### src/rtl/alu_arb_pkg.sv
// Shared types and constants for the two-requester ALU arbiter.
package alu_arb_pkg;

   localparam int unsigned N_REQ   = 2;
   localparam int unsigned FLAGS_W = 4;

   typedef enum logic [1:0] {
      IDLE = 2'd0,
      EXEC = 2'd1,
      RESP = 2'd2
   } state_e;

   // ALUControl codes understood by the shared ALU; other codes pass through untouched
   localparam logic [2:0] ALU_ADD = 3'd0;
   localparam logic [2:0] ALU_SUB = 3'd1;
   localparam logic [2:0] ALU_AND = 3'd2;
   localparam logic [2:0] ALU_ORR = 3'd3;
   localparam logic [2:0] ALU_LSL = 3'd4;
   localparam logic [2:0] ALU_LSR = 3'd5;
   localparam logic [2:0] ALU_MUL = 3'd6;

   // Bit positions inside the {N,Z,C,V} flag nibble
   localparam int unsigned FLAG_N = 3;
   localparam int unsigned FLAG_Z = 2;
   localparam int unsigned FLAG_C = 1;
   localparam int unsigned FLAG_V = 0;

endpackage

### src/rtl/alu_arb_grant.sv
// One-hot grant selection between two requesters; ptr_i names the requester that wins a tie.
module alu_arb_grant
   import alu_arb_pkg::*;
(
   input  logic [N_REQ-1:0] valid_i,
   input  logic             ptr_i,
   output logic [N_REQ-1:0] grant_c_o
);

   always_comb begin
      grant_c_o = '0;
      if (valid_i == 2'b11) begin
         grant_c_o = ptr_i ? 2'b10 : 2'b01;
      end else begin
         grant_c_o = valid_i;
      end
   end

endmodule

### src/rtl/alu_arbiter.sv
// Arbitrates two requesters onto one external combinational ALU (IDLE -> EXEC -> RESP).
// Define ALU_ARB_ROUND_ROBIN_EN for round-robin contention; default is fixed priority to requester 0.
module alu_arbiter
   import alu_arb_pkg::*;
#(
   parameter int unsigned WIDTH  = 32,
   parameter int unsigned CTRL_W = 3
) (
   input  logic               clk,
   input  logic               reset,

   input  logic               req0_valid,
   output logic               req0_ready,
   input  logic [WIDTH-1:0]   req0_a,
   input  logic [WIDTH-1:0]   req0_b,
   input  logic [CTRL_W-1:0]  req0_ctrl,

   input  logic               req1_valid,
   output logic               req1_ready,
   input  logic [WIDTH-1:0]   req1_a,
   input  logic [WIDTH-1:0]   req1_b,
   input  logic [CTRL_W-1:0]  req1_ctrl,

   output logic               rsp0_valid,
   input  logic               rsp0_ready,
   output logic               rsp1_valid,
   input  logic               rsp1_ready,
   output logic [WIDTH-1:0]   rsp_result,
   output logic [FLAGS_W-1:0] rsp_flags,

   output logic [WIDTH-1:0]   alu_a,
   output logic [WIDTH-1:0]   alu_b,
   output logic [CTRL_W-1:0]  alu_ctrl,
   input  logic [WIDTH-1:0]   alu_result,
   input  logic [FLAGS_W-1:0] alu_flags
);

   state_e             state_q;
   logic [WIDTH-1:0]   alu_a_q;
   logic [WIDTH-1:0]   alu_b_q;
   logic [CTRL_W-1:0]  alu_ctrl_q;
   logic               gnt_idx_q;
   logic [N_REQ-1:0]   rsp_valid_q;
   logic [WIDTH-1:0]   rsp_result_q;
   logic [FLAGS_W-1:0] rsp_flags_q;

   logic [N_REQ-1:0]   req_valid_c;
   logic [N_REQ-1:0]   grant_c;
   logic               ptr_c;
   logic               accept_c;
   logic               rsp_hs_c;
   logic [WIDTH-1:0]   sel_a_c;
   logic [WIDTH-1:0]   sel_b_c;
   logic [CTRL_W-1:0]  sel_ctrl_c;

   assign req_valid_c = {req1_valid, req0_valid};

`ifdef ALU_ARB_ROUND_ROBIN_EN
   logic ptr_q;

   // Tie-break pointer: after every grant, the other requester gets priority
   always_ff @(posedge clk) begin
      if (reset) begin
         ptr_q <= 1'b0;
      end else if (accept_c && (|grant_c)) begin
         ptr_q <= ~grant_c[1];
      end
   end

   assign ptr_c = ptr_q;
`else
   assign ptr_c = 1'b0;
`endif

   alu_arb_grant u_grant (
      .valid_i   (req_valid_c),
      .ptr_i     (ptr_c),
      .grant_c_o (grant_c)
   );

   // Handshake is combinational so a request is taken in the same IDLE cycle it is seen
   assign accept_c   = (state_q == IDLE) && !reset;
   assign req0_ready = accept_c & grant_c[0];
   assign req1_ready = accept_c & grant_c[1];

   assign sel_a_c    = grant_c[1] ? req1_a    : req0_a;
   assign sel_b_c    = grant_c[1] ? req1_b    : req0_b;
   assign sel_ctrl_c = grant_c[1] ? req1_ctrl : req0_ctrl;

   // Only the granted requester's consume strobe can release the response
   assign rsp_hs_c = gnt_idx_q ? rsp1_ready : rsp0_ready;

   always_ff @(posedge clk) begin
      if (reset) begin
         state_q      <= IDLE;
         alu_a_q      <= '0;
         alu_b_q      <= '0;
         alu_ctrl_q   <= '0;
         gnt_idx_q    <= 1'b0;
         rsp_valid_q  <= '0;
         rsp_result_q <= '0;
         rsp_flags_q  <= '0;
      end else begin
         case (state_q)
            IDLE: begin
               if (|grant_c) begin
                  alu_a_q    <= sel_a_c;
                  alu_b_q    <= sel_b_c;
                  alu_ctrl_q <= sel_ctrl_c;
                  gnt_idx_q  <= grant_c[1];
                  state_q    <= EXEC;
               end
            end
            EXEC: begin
               rsp_result_q <= alu_result;
               rsp_flags_q  <= alu_flags;
               alu_a_q      <= '0;
               alu_b_q      <= '0;
               alu_ctrl_q   <= '0;
               rsp_valid_q  <= gnt_idx_q ? 2'b10 : 2'b01;
               state_q      <= RESP;
            end
            RESP: begin
               if (rsp_hs_c) begin
                  rsp_valid_q <= '0;
                  state_q     <= IDLE;
               end
            end
            default: begin
               state_q <= IDLE;
            end
         endcase
      end
   end

   assign alu_a      = alu_a_q;
   assign alu_b      = alu_b_q;
   assign alu_ctrl   = alu_ctrl_q;
   assign rsp0_valid = rsp_valid_q[0];
   assign rsp1_valid = rsp_valid_q[1];
   assign rsp_result = rsp_result_q;
   assign rsp_flags  = rsp_flags_q;

endmodule

### config.mk
export PLATFORM = sky130hd
export DESIGN_NAME = alu_arbiter
export DESIGN_NICKNAME = d
export VERILOG_FILES = /design/src/rtl/alu_arb_pkg.sv /design/src/rtl/alu_arb_grant.sv /design/src/rtl/alu_arbiter.sv
export SDC_FILE = /design/constraint.sdc
export NUM_CORES = 1
export LEC_CHECK = 0
export ABC_AREA = 1
export BUFFER_PORTS_ARGS = -buffer_cell sky130_fd_sc_hd__buf_4
export CORE_AREA = 2 2 110 112
export CTS_BUF_LIST = sky130_fd_sc_hd__clkbuf_4 sky130_fd_sc_hd__clkbuf_8 sky130_fd_sc_hd__clkbuf_16
export DETAILED_ROUTE_END_ITERATION = 8
export DIE_AREA = 0 0 112 114
export GPL_TIMING_DRIVEN = 1
export PLACE_DENSITY = 0.85
export RECOVER_POWER = 25
export SYNTH_ARGS = -nofsm -noshare
export SYNTH_HDL_FRONTEND = slang
export SYNTH_SLANG_ARGS = --single-unit
### constraint.sdc
create_clock -name clk -period 3.42 [get_ports clk]
set_clock_uncertainty 0.2 [all_clocks]
set_input_delay 0.684 -clock clk [delete_from_list [all_inputs] [get_ports clk]]
set_output_delay 0.684 -clock clk [all_outputs]
set_load 0.005 [all_outputs]
==> impl_results.md, run 1 <==
- Routed length on met1: 6.126 mm
- Top Layer Used: met4
- Via Count: around 5,600
- Register area share after synthesis: 42.34%
- Number of synthesized register bits: 108
- DP HPWL: roughly 11 mm
- Crit. End Element: output pin
- Fin crit share: between 70% and 80%
- Max-slew headroom: 49.87%
- Die area: 12,770 um^2
- Crit start category: input port
- ANT nets after route: 0
- Synth warnings: 0
- Wire length on met2: 7.588 mm
- Post-CTS setup buffers: 0
- MaxCap Viol Count: 0
- Die Y: 114 um
- Cell Pwr Density: 458.2 nW/um^2
- Slew @ Worst Pin: 0.7520 ns
- Starting density of the core: 43.60%
- Total Routing Usage GR: 23.61%
- Synth-to-layout area growth: 45.87%
- Worst EP arrival: 1.75 ns
- CP startpoint: req0_valid
- Vias in the first global route: 4,941
- WP data required: about 2.5 ns
- Pin count of the biggest net entering global routing: 70
- Critical Path Max Stage Delay: 0.59 ns
- First-pass DRT Iterations: 5
- Critical path endpoint: req0_ready
- Fill count: approximately 1,100
- Setup WS pre-CTS: 0.7762 ns
- Initial antenna violation count: 0
- Post_cts resized: 0
- First-pass GRT wire length: 24.54 mm
- Worst-path clk slew: 0.07 ns
- Hold buffer count at CTS: 0
- R2r setup slk: 1.38 ns
- Status: finished, final reports clean
- Fraction of layout cells with a size suffix above 1: between 30% and 40%
- GR Overflow Total: 0
- Reg2reg path depth: 5
- CTS tree: yes
- Cell variety after synth: 17
- Detailed Route Iter0 Violations: 440
- RSZ-0062 raised after global routing: no
- Hold WS: 0.2590 ns
- Mapped Cells: 717
- Worst-Skew Late Latency: approximately 0.34 ns
- Final core occ: 63.60%
- Avg Cell Area, Syn: 7.122 um^2
- Die width: 112 um
- Antenna cells: 0
- Clk buf depth: 2
- IO buf count: 282
- Drt via density: around 5
- Commonest non-fill, non-tap cell in the layout: buf_4
- Slowest cell on crit path: buf_4
- Leakage power: 3.615 nW
- Crit path max fanout: 69
- Worst r2r dst: rsp_result[12]$_SDFFE_PP0P_
- DR WL/cell: roughly 14 um
- DRT Wirelength: 15.61 mm
- CP cell instances: buf_4 -> inv_2 -> buf_4 -> nor2_1 -> buf_4
- Routed met3 length: 1.395 mm
- Core ar.: 11,710 um^2
- Most frequent cells in the layout: buf_4 (238), nand3_1 (136), dfxtp_1 (108), nor2_1 (78), nand2_1 (78)
- Total CTS buffers: 9
- Crit Reg-Reg Startpoint: state_q[1]$_SDFFE_PP0P_
- Synthesized area: 5106 um^2
- Final setup fails: 0
- Root buf cell: clkbuf_16
- H-tree depth: 3
- Final Hold Fails: 0
- Power, Total: ~3.4 mW
- CP dominant cell by count: buf_4
- Residual DRC: 0
- Row Count: 40
- Worst hold path class: flop to flop
- Syn Nets: 893
- # IOs: 283
- Peak supply drop: roughly 0.24 mV
- Sum Neg Setup Slack: 0 ns
- Post-layout min period: approximately 2.6 ns
- Crit path kind: input port to output pin
- Nets: 1,132
- Routability cong.: a little over 0.8
- Max Slew Vio Count: 0
- Clock sink total: 108
- Fin worst setup slack: 0.7891 ns
- Peak Freq: 0.3801 GHz
## per-layer routing
metal  vias to the layer above  global-route usage (%)
met5                         -                       0
met4                         0                   9.919
met3                        38                   5.739
met2                       265                   41.09
met1                      2481                   27.99
li1                       2826                       -
## sequential cells by signal, summed over array words and instances, names as in the netlist
signal and cells:
alu_b 32, rsp_result 32, rsp_valid_q 2, alu_ctrl 3, state_q 2, alu_a 32, gnt_idx_q 1, rsp_flags 4
## how the worst min path moves through the flow
stage / start / end / slack (ns) / cells after the start
CTS: rsp_valid_q[0]$_SDFFE_PP0P_ / rsp_valid_q[0]$_SDFFE_PP0P_ / 0.27 / 2
finish: rsp_valid_q[0]$_SDFFE_PP0P_ / rsp_valid_q[0]$_SDFFE_PP0P_ / 0.26 / 2
global route: rsp_valid_q[0]$_SDFFE_PP0P_ / rsp_valid_q[0]$_SDFFE_PP0P_ / 0.28 / 2
global placement: rsp_valid_q[0]$_SDFFE_PP0P_ / rsp_valid_q[0]$_SDFFE_PP0P_ / 0.25 / 2
detailed placement: rsp_valid_q[0]$_SDFFE_PP0P_ / rsp_valid_q[0]$_SDFFE_PP0P_ / 0.25 / 2
floorplan: rsp_valid_q[0]$_SDFFE_PP0P_ / rsp_valid_q[0]$_SDFFE_PP0P_ / 0.25 / 2
## cell usage after synthesis, drive strengths merged
| master | count | area share [%] |
|---|---|---|
| nand3 | 136 | 13 |
| dfxtp | 108 | 42 |
| nand3b | 67 | 9.9 |
| clkbuf | 27 | 2.0 |
| inv | 75 | 5.5 |
| a21oi | 70 | 6.9 |
| nor2 | 80 | 6.1 |
| buf | 36 | 4.3 |
| nand2 | 81 | 6.1 |
| o21ai | 37 | 3.6 |
## stage by stage
step           instance area [um^2]  cells
4_1_cts                        7512   1108
2_1_floorplan                  5106    717
6_report                       7448   1108
5_1_grt                        7448   1108
3_5_place_dp                   7171   1092
3_3_place_gp                   7171   1092
## power breakdown
part,total [mW],switching [mW],internal (mW)
registers,1.45,0.0638,1.38
logic,0.798,0.400,0.398
clock network,1.17,0.475,0.693
total,3.41,0.939,2.47
## critical path: cells and delay by family
family        cells  cell delay (ns)
simple gates      1             0.11
buf+inv           4             0.94
## cell type report
cell class	instances	area (um^2)	share of cell area, %
tap	147	183.9	2.469
sequential	108	2162	29.03
multi-input combinational	471	2346	31.50
timing repair buffer	291	2133	28.64
clock inverter	5	88.84	1.193
clock buffer	11	252.7	3.393
inverter	75	281.5	3.780
## kinds of logic after synthesis
logic type             after synthesis  synth area share (%)
and+or+nand+nor                    364                 35.36
buffers and inverters              138                 11.81
DFF                                108                 42.34
AOI/OAI and AO/OA                  107                 10.49
Note: power is estimated with default switching activity, not from simulation.
==> run 2, diff against run 1 <==
--- a/config.mk
+++ b/config.mk
@@ -7,12 +7,12 @@
 export LEC_CHECK = 0
 export ABC_AREA = 1
 export BUFFER_PORTS_ARGS = -buffer_cell sky130_fd_sc_hd__buf_4
-export CORE_AREA = 2 2 110 112
+export CORE_MARGIN = 1
+export CORE_UTILIZATION = 40
 export CTS_BUF_LIST = sky130_fd_sc_hd__clkbuf_4 sky130_fd_sc_hd__clkbuf_8 sky130_fd_sc_hd__clkbuf_16
 export DETAILED_ROUTE_END_ITERATION = 8
-export DIE_AREA = 0 0 112 114
 export GPL_TIMING_DRIVEN = 1
-export PLACE_DENSITY = 0.85
+export PLACE_DENSITY = 0.81
 export RECOVER_POWER = 25
 export SYNTH_ARGS = -nofsm -noshare
 export SYNTH_HDL_FRONTEND = slang
==> constraint.sdc (replaced) <==
create_clock -name clk -period 2.2 [get_ports clk]
set_clock_uncertainty 0.2 [all_clocks]
set_input_delay 0.44 -clock clk [delete_from_list [all_inputs] [get_ports clk]]
set_output_delay 0.44 -clock clk [all_outputs]
set_load 0.005 [all_outputs]
==> run 2 against run 1 <==
Net effect:
- utilization down 1.8 points
- sequential share of layout area down 0.36 points
- sequential power up 55%
- clock power up 32%
- sequential cell count unchanged
- setup slack worse by 0.65 ns
- non-clock buffer count up 8
- hold slack worse by 0.11 ns
- critical endpoint is now req1_ready
- largest cell class unchanged
- highest routed layer unchanged
==> impl_results.md, run 2 (synthesis gave the netlist of run 1 again) <==
- DP HPWL: 11.66 mm (+6.6%)
- Register area: 2162 um^2 (unchanged)
- First-pass DRT Iterations: 4 (-1)
- Total Routing Usage GR: 23.83% (+0.22 points)
- Clk buf depth: 2 (unchanged)
- Synth-to-layout area growth: 47.68%
- Die width: 115.0 um (+2.7%)
- Multi-input logic area: 2341 um^2 (-0.21%)
- Crit Reg-Reg Startpoint: state_q[0]$_SDFFE_PP0P_
- Final setup fails: 0 (unchanged)
- Residual DRC: 0 (unchanged)
- CP cell instances: nor2_2 -> nand2_1 -> nor2_1 -> buf_4 -> buf_4
- Vias in the first global route: 5,241 (+6.1%)
- IO buf count: 282 (unchanged)
- Worst Hold Launch: alu_result[18]
- Core ar.: 12,210 um^2 (+4.3%)
- Crit path kind: flop to output pin
- Critical Path Max Stage Delay: 0.33 ns (-0.26 ns)
- Buf/Inv on CP: 2 (-2)
- Worst-Skew Late Latency: 0.33 ns (about the same)
- WP data required: 1.56 ns (-0.98 ns)
- Crit. End Element: output pin
- Fill count: 1,187 (+8.8%)
- ANT nets after route: 0 (unchanged)
- Peak Freq: 0.4841 GHz
- Slowest cell on crit path: dfxtp_1
- DRT Wirelength: 15.92 mm (+2.0%)
- Hold buffer count at CTS: 0 (unchanged)
- Total CTS buffers: 9 (unchanged)
- Slew @ Worst Pin: 0.7492 ns (-0.002730 ns)
- CTS tree: yes
- Die area: 13,220 um^2 (+3.6%)
- H-tree depth: 3 (unchanged)
- Drt via density: 4.960 (-2.0%)
- Via Count: 5,639 (+0.52%)
- Root buf cell: clkbuf_16
- Clock sink total: 108 (unchanged)
- Commonest non-fill, non-tap cell in the layout: buf_4
- Final Hold Fails: 0 (unchanged)
- Detailed Route Iter0 Violations: 325 (-26%)
- Most frequent cells in the layout: buf_4 (245), nand3_1 (136), dfxtp_1 (108), nand2_1 (79), nor2_1 (77)
- Crit path max-delay family: simple AND/OR/NAND/NOR gates
- Worst-path clk slew: 0.08 ns (about the same)
- Starting density of the core: 41.81% (-1.8 points)
- Max Slew Vio Count: 0 (unchanged)
- Fraction of layout cells with a size suffix above 1: 32.51% (+1.3 points)
- Leakage power: 3.658 nW (+1.2%)
- Sum Neg Setup Slack: 0 ns (unchanged)
- Post-layout min period: 2.066 ns
- RSZ-0062 raised after global routing: no
- MaxCap Viol Count: 0 (unchanged)
- Fin crit share: 93.90%
- # IOs: 283 (unchanged)
- DR WL/cell: 14.00 um (-0.63%)
- Nets: 1,140 (+0.71%)
- Worst hold path class: input port to flop
- Post-CTS setup buffers: 0 (unchanged)
- Status: finished, final reports clean
- Routability cong.: 0.7898 (-4.7%)
- Crit path max fanout: 4 (-94%)
- Placed cell area: 7295 um^2 (+1.7%)
- Finished Cell Area: 7541 um^2 (+1.2%)
- Cell Pwr Density: 673.3 nW/um^2 (+47%)
- Max-slew headroom: 50.05% (+0.18 points)
- Row Count: 40 (unchanged)
- Worst EP arrival: 1.43 ns (-0.32 ns)
- Die Y: 115.0 um (+0.86%)
- GR Overflow Total: 0 (unchanged)
- Pin count of the biggest net entering global routing: 70 (unchanged)
- Peak supply drop: 0.3338 mV (+38%)
- Initial antenna violation count: 0 (unchanged)
- First-pass GRT wire length: 25.02 mm (+1.9%)
- Crit start category: flop
- CP startpoint: state_q[1]$_SDFFE_PP0P_
- Antenna cells: 0 (unchanged)
- CP dominant cell by count: buf_4
[run 2: final timing paths]
path                            slack [ns]  depth (start not counted)                          end
worst min-delay path                  0.15                          3  rsp_result[18]$_SDFFE_PP0P_
worst min register to register        0.27                          2  rsp_valid_q[0]$_SDFFE_PP0P_
worst max-delay path                  0.13                          5                   req1_ready
worst max register to register        0.23                          5   rsp_result[5]$_SDFFE_PP0P_
[run 2: layer usage]
metal  part of all wire [%]  vias up  GRT usage, %
met5                      0        -             0
met4                    2.1        0         8.571
met3                    8.8       24         6.800
met2                     50      224         43.17
met1                     39     2560         26.50
li1                       -     2831             -
[run 2: per-stage QoR]
stage,power (mW),instances,utilization [%],hold WS (ns),setup slack [ns]
floorplan,2.929,717,-,0.2507,0.4704
global placement,3.600,1121,59.73,0.2486,0.3489
detailed placement,3.621,1121,59.73,0.2624,0.3491
CTS,5.156,1137,62.10,0.1447,0.03049
global route,5.365,1137,61.75,0.1630,0.02429
finish,5.078,1137,61.75,0.1514,0.1341
[run 2: cell type report]
cell class                 count  area share, %
clock buffer                  10          3.169
clock inverter                 6         0.6637
inverter                      75          3.733
multi-input combinational    471          31.04
sequential                   108          28.67
tap                          168          2.787
timing repair buffer         299          29.93
[run 2: report_power, final]
group          leakage [nW]  internal (mW)  switching [mW]
logic                  2.63          0.660           0.626
clock network         0.135          0.808           0.732
registers             0.891           2.15           0.102
[run 2: what timing repair did]
item,CTS,global route
gates resized for setup,0,1
endpoints found under the setup margin,0,1
hold endpoints to repair,0,0
[run 2: worst register-to-register path: cells and delay by family, from the launching register on]
kind | cells | cell delay (ns)
flops | 1 | 0.39
simple gates | 3 | 0.63
buf+inv | 2 | 0.70
==> run 3, diff against run 2 <==
--- a/config.mk
+++ b/config.mk
@@ -14,6 +14,8 @@
 export GPL_TIMING_DRIVEN = 1
 export PLACE_DENSITY = 0.81
 export RECOVER_POWER = 25
+export REMOVE_ABC_BUFFERS = 1
+export SETUP_SLACK_MARGIN = 0.1
 export SYNTH_ARGS = -nofsm -noshare
 export SYNTH_HDL_FRONTEND = slang
 export SYNTH_SLANG_ARGS = --single-unit
==> run 3 against run 2 <==
Net effect:
- non-clock buffer count fell by 1
- fmax rose by 6.6%
- combinational power barely moved
- power fell by 0.41%
- first-iteration DRC count rose by 20%
- die area did not move
- final cell count barely moved
- utilization fell by 0.34 points
- count of clock-buffer cells in the layout did not move
- critical endpoint is now alu_a[8]$_SDFFE_PP0P_
- largest cell class unchanged
- largest power group unchanged
==> impl_results.md, run 3 (synthesis gave the netlist of run 1 again) <==
- Status: finished, final reports clean
- First-pass DRT Iterations: 4 (unchanged)
- Crit Reg-Reg Startpoint: state_q[0]$_SDFFE_PP0P_
- Worst r2r dst: alu_a[8]$_SDFFE_PP0P_
- WP data required: 2.27 ns (+0.71 ns)
- Fin crit share: 88.08% (-5.8 points)
- # IOs: 283 (unchanged)
- RSZ-0062 raised after global routing: no
- Most frequent cells in the layout: buf_4 (245), nand3_1 (136), dfxtp_1 (108), nor2_1 (78), nand2_1 (78)
- Crit. End Element: flop
- Seq pwr share: 44.6% (+0.3 points)
- Starting density of the core: 41.81% (unchanged)
- Leakage power: 3.643 nW (-0.43%)
- Reg2reg path depth: 5 (unchanged)
- Commonest non-fill, non-tap cell in the layout: buf_4
- Synth-to-layout area growth: 46.88%
- Logic pwr share: 25.2% (about the same)
- Clk buf depth: 2 (unchanged)
- Routability cong.: 0.7972 (+0.94%)
- DRT Wirelength: 16.29 mm (+2.3%)
- Cell Pwr Density: 674.3 nW/um^2 (+0.14%)
- Switch Pwr: 1.461 mW (about the same)
- Peak supply drop: 0.3147 mV (-5.7%)
- Vias in the first global route: 5,203 (-0.73%)
- GR Overflow Total: 0 (unchanged)
- Die width: 115.0 um (unchanged)
- Finished Cell Area: 7500 um^2 (-0.55%)
- Fill count: 1,162 (-2.1%)
- Post-layout min period: 1.938 ns (-0.1281 ns)
- Initial antenna violation count: 0 (unchanged)
- Via Count: 5,685 (+0.82%)
- Hold buffer count at CTS: 0 (unchanged)
- Worst-path clk slew: 0.07 ns (about the same)
- Switching share of power: 28.89% (+0.13 points)
- IO buf count: 282 (unchanged)
- Row Count: 40 (unchanged)
- Root buf cell: clkbuf_16
- DP HPWL: 11.84 mm (+1.6%)
- Crit path kind: flop to flop
- Post_cts resized: 0 (unchanged)
- Final setup fails: 0 (unchanged)
- Multi-input logic area: 2346 um^2 (+0.21%)
- Clock network fraction of design power: 30.2% (about the same)
- Worst-Skew Late Latency: 0.35 ns (+0.02 ns)
- Die area: 13,220 um^2 (unchanged)
- Antenna cells: 0 (unchanged)
- Critical path endpoint: alu_a[8]$_SDFFE_PP0P_
- Peak Freq: 0.5161 GHz (+6.6%)
- Post-CTS setup buffers: 0 (unchanged)
- R2r setup slk: 0.26 ns (+0.03 ns)
- Total Routing Usage GR: 24.23% (+0.40 points)
- Fraction of layout cells with a size suffix above 1: 32.02% (-0.48 points)
- Die Y: 115.0 um (unchanged)
- First-pass GRT wire length: 25.24 mm (+0.88%)
- Drt via density: 5.004 (+0.90%)
- CP startpoint: state_q[0]$_SDFFE_PP0P_
- Final Hold Fails: 0 (unchanged)
- H-tree depth: 3 (unchanged)
- Placed cell area: 7287 um^2 (-0.10%)
- Residual DRC: 0 (unchanged)
- Max-slew headroom: 40.34% (-9.7 points)
- Pin count of the biggest net entering global routing: 70 (unchanged)
- Register area: 2162 um^2 (unchanged)
- Total CTS buffers: 9 (unchanged)
- Crit start category: flop
- Worst hold path class: input port to flop
- Worst EP arrival: 2.01 ns (+0.58 ns)
- CTS tree: yes
- Max Slew Vio Count: 0 (unchanged)
- Detailed Route Iter0 Violations: 390 (+20%)
- Clock sink total: 108 (unchanged)
- MaxCap Viol Count: 0 (unchanged)
- Internal Pwr Total: 3.596 mW (-0.59%)
- Crit path max fanout: 39 (+35)
- Slew @ Worst Pin: 0.8948 ns (+0.1456 ns)
- DR WL/cell: 14.34 um (+2.4%)
- ANT nets after route: 0 (unchanged)
- Nets: 1,139 (-0.088%)
- Power, Total: 5.057 mW (-0.41%)
- Core ar.: 12,210 um^2 (unchanged)
[run 3: cell types whose count changed in the layout (fill, tap and decap cells not counted), moves of 2 or more]
| cell | change |
|---|---|
| clkbuf_2 | +2 |
| clkbuf_4 | -5 |
| clkinv_2 | +3 |
| clkbuf_1 | +3 |
| clkinv_4 | -2 |
[run 3: per-stage QoR]
stage | util (%) | setup WS [ns] | cells | hold slack (ns) | setup TNS, ns
5_1_grt | 61.41 | 0.09476 | 1136 | 0.1426 | 0
3_5_place_dp | 59.67 | 0.3899 | 1120 | 0.2503 | 0
4_1_cts | 61.96 | 0.2697 | 1136 | 0.1357 | 0
6_report | 61.41 | 0.2623 | 1136 | 0.1414 | 0
2_1_floorplan | - | -0.4317 | 654 | 0.2507 | -14.44
3_3_place_gp | 59.67 | 0.4173 | 1120 | 0.2449 | 0
[run 3: critical path, cell delays in order (launching register included)]
cell      delay [ns]
dfxtp_1         0.42
nor2_1          0.10
nand2_2         0.11
clkbuf_2        0.66
nand3_1         0.16
a21oi_1         0.19
[run 3: worst min path at each step]
stage | depth (start not counted) | to | start
after floorplan | 2 | rsp_valid_q[0]$_SDFFE_PP0P_ | rsp_valid_q[0]$_SDFFE_PP0P_
final | 3 | state_q[0]$_SDFFE_PP0P_ | req0_valid
after detailed placement | 2 | rsp_valid_q[0]$_SDFFE_PP0P_ | rsp_valid_q[0]$_SDFFE_PP0P_
after global routing | 3 | state_q[0]$_SDFFE_PP0P_ | req0_valid
after global placement | 2 | rsp_valid_q[0]$_SDFFE_PP0P_ | rsp_valid_q[0]$_SDFFE_PP0P_
after CTS | 3 | rsp_result[14]$_SDFFE_PP0P_ | alu_result[14]
[run 3: power groups by stage]
stage               Combinational, mW  Clock, mW  Sequential, mW
global placement                 1.30          0            2.29
CTS                              1.32       1.56            2.26
floorplan                       0.511          0            2.31
detailed placement               1.32          0            2.30
finish                           1.28       1.53            2.26
global route                     1.42       1.64            2.28
[run 3: final cells by class]
cell class,instances,area share [%]
clock inverters,6,0.5339
well taps,168,2.803
inverters,75,3.754
multi-input cells,471,31.28
clock buffers,10,3.187
flip-flops and latches,108,28.83
repair buffers,298,29.61
[run 3: per-layer routing]
metal | GRT usage (%) | wire (um) | vias up
li1 | - | - | 2836
met1 | 27.07 | 6261 | 2576
met2 | 42.97 | 8053 | 243
met3 | 7.486 | 1561 | 30
met4 | 9.437 | 409 | 0
met5 | 0 | 0 | -
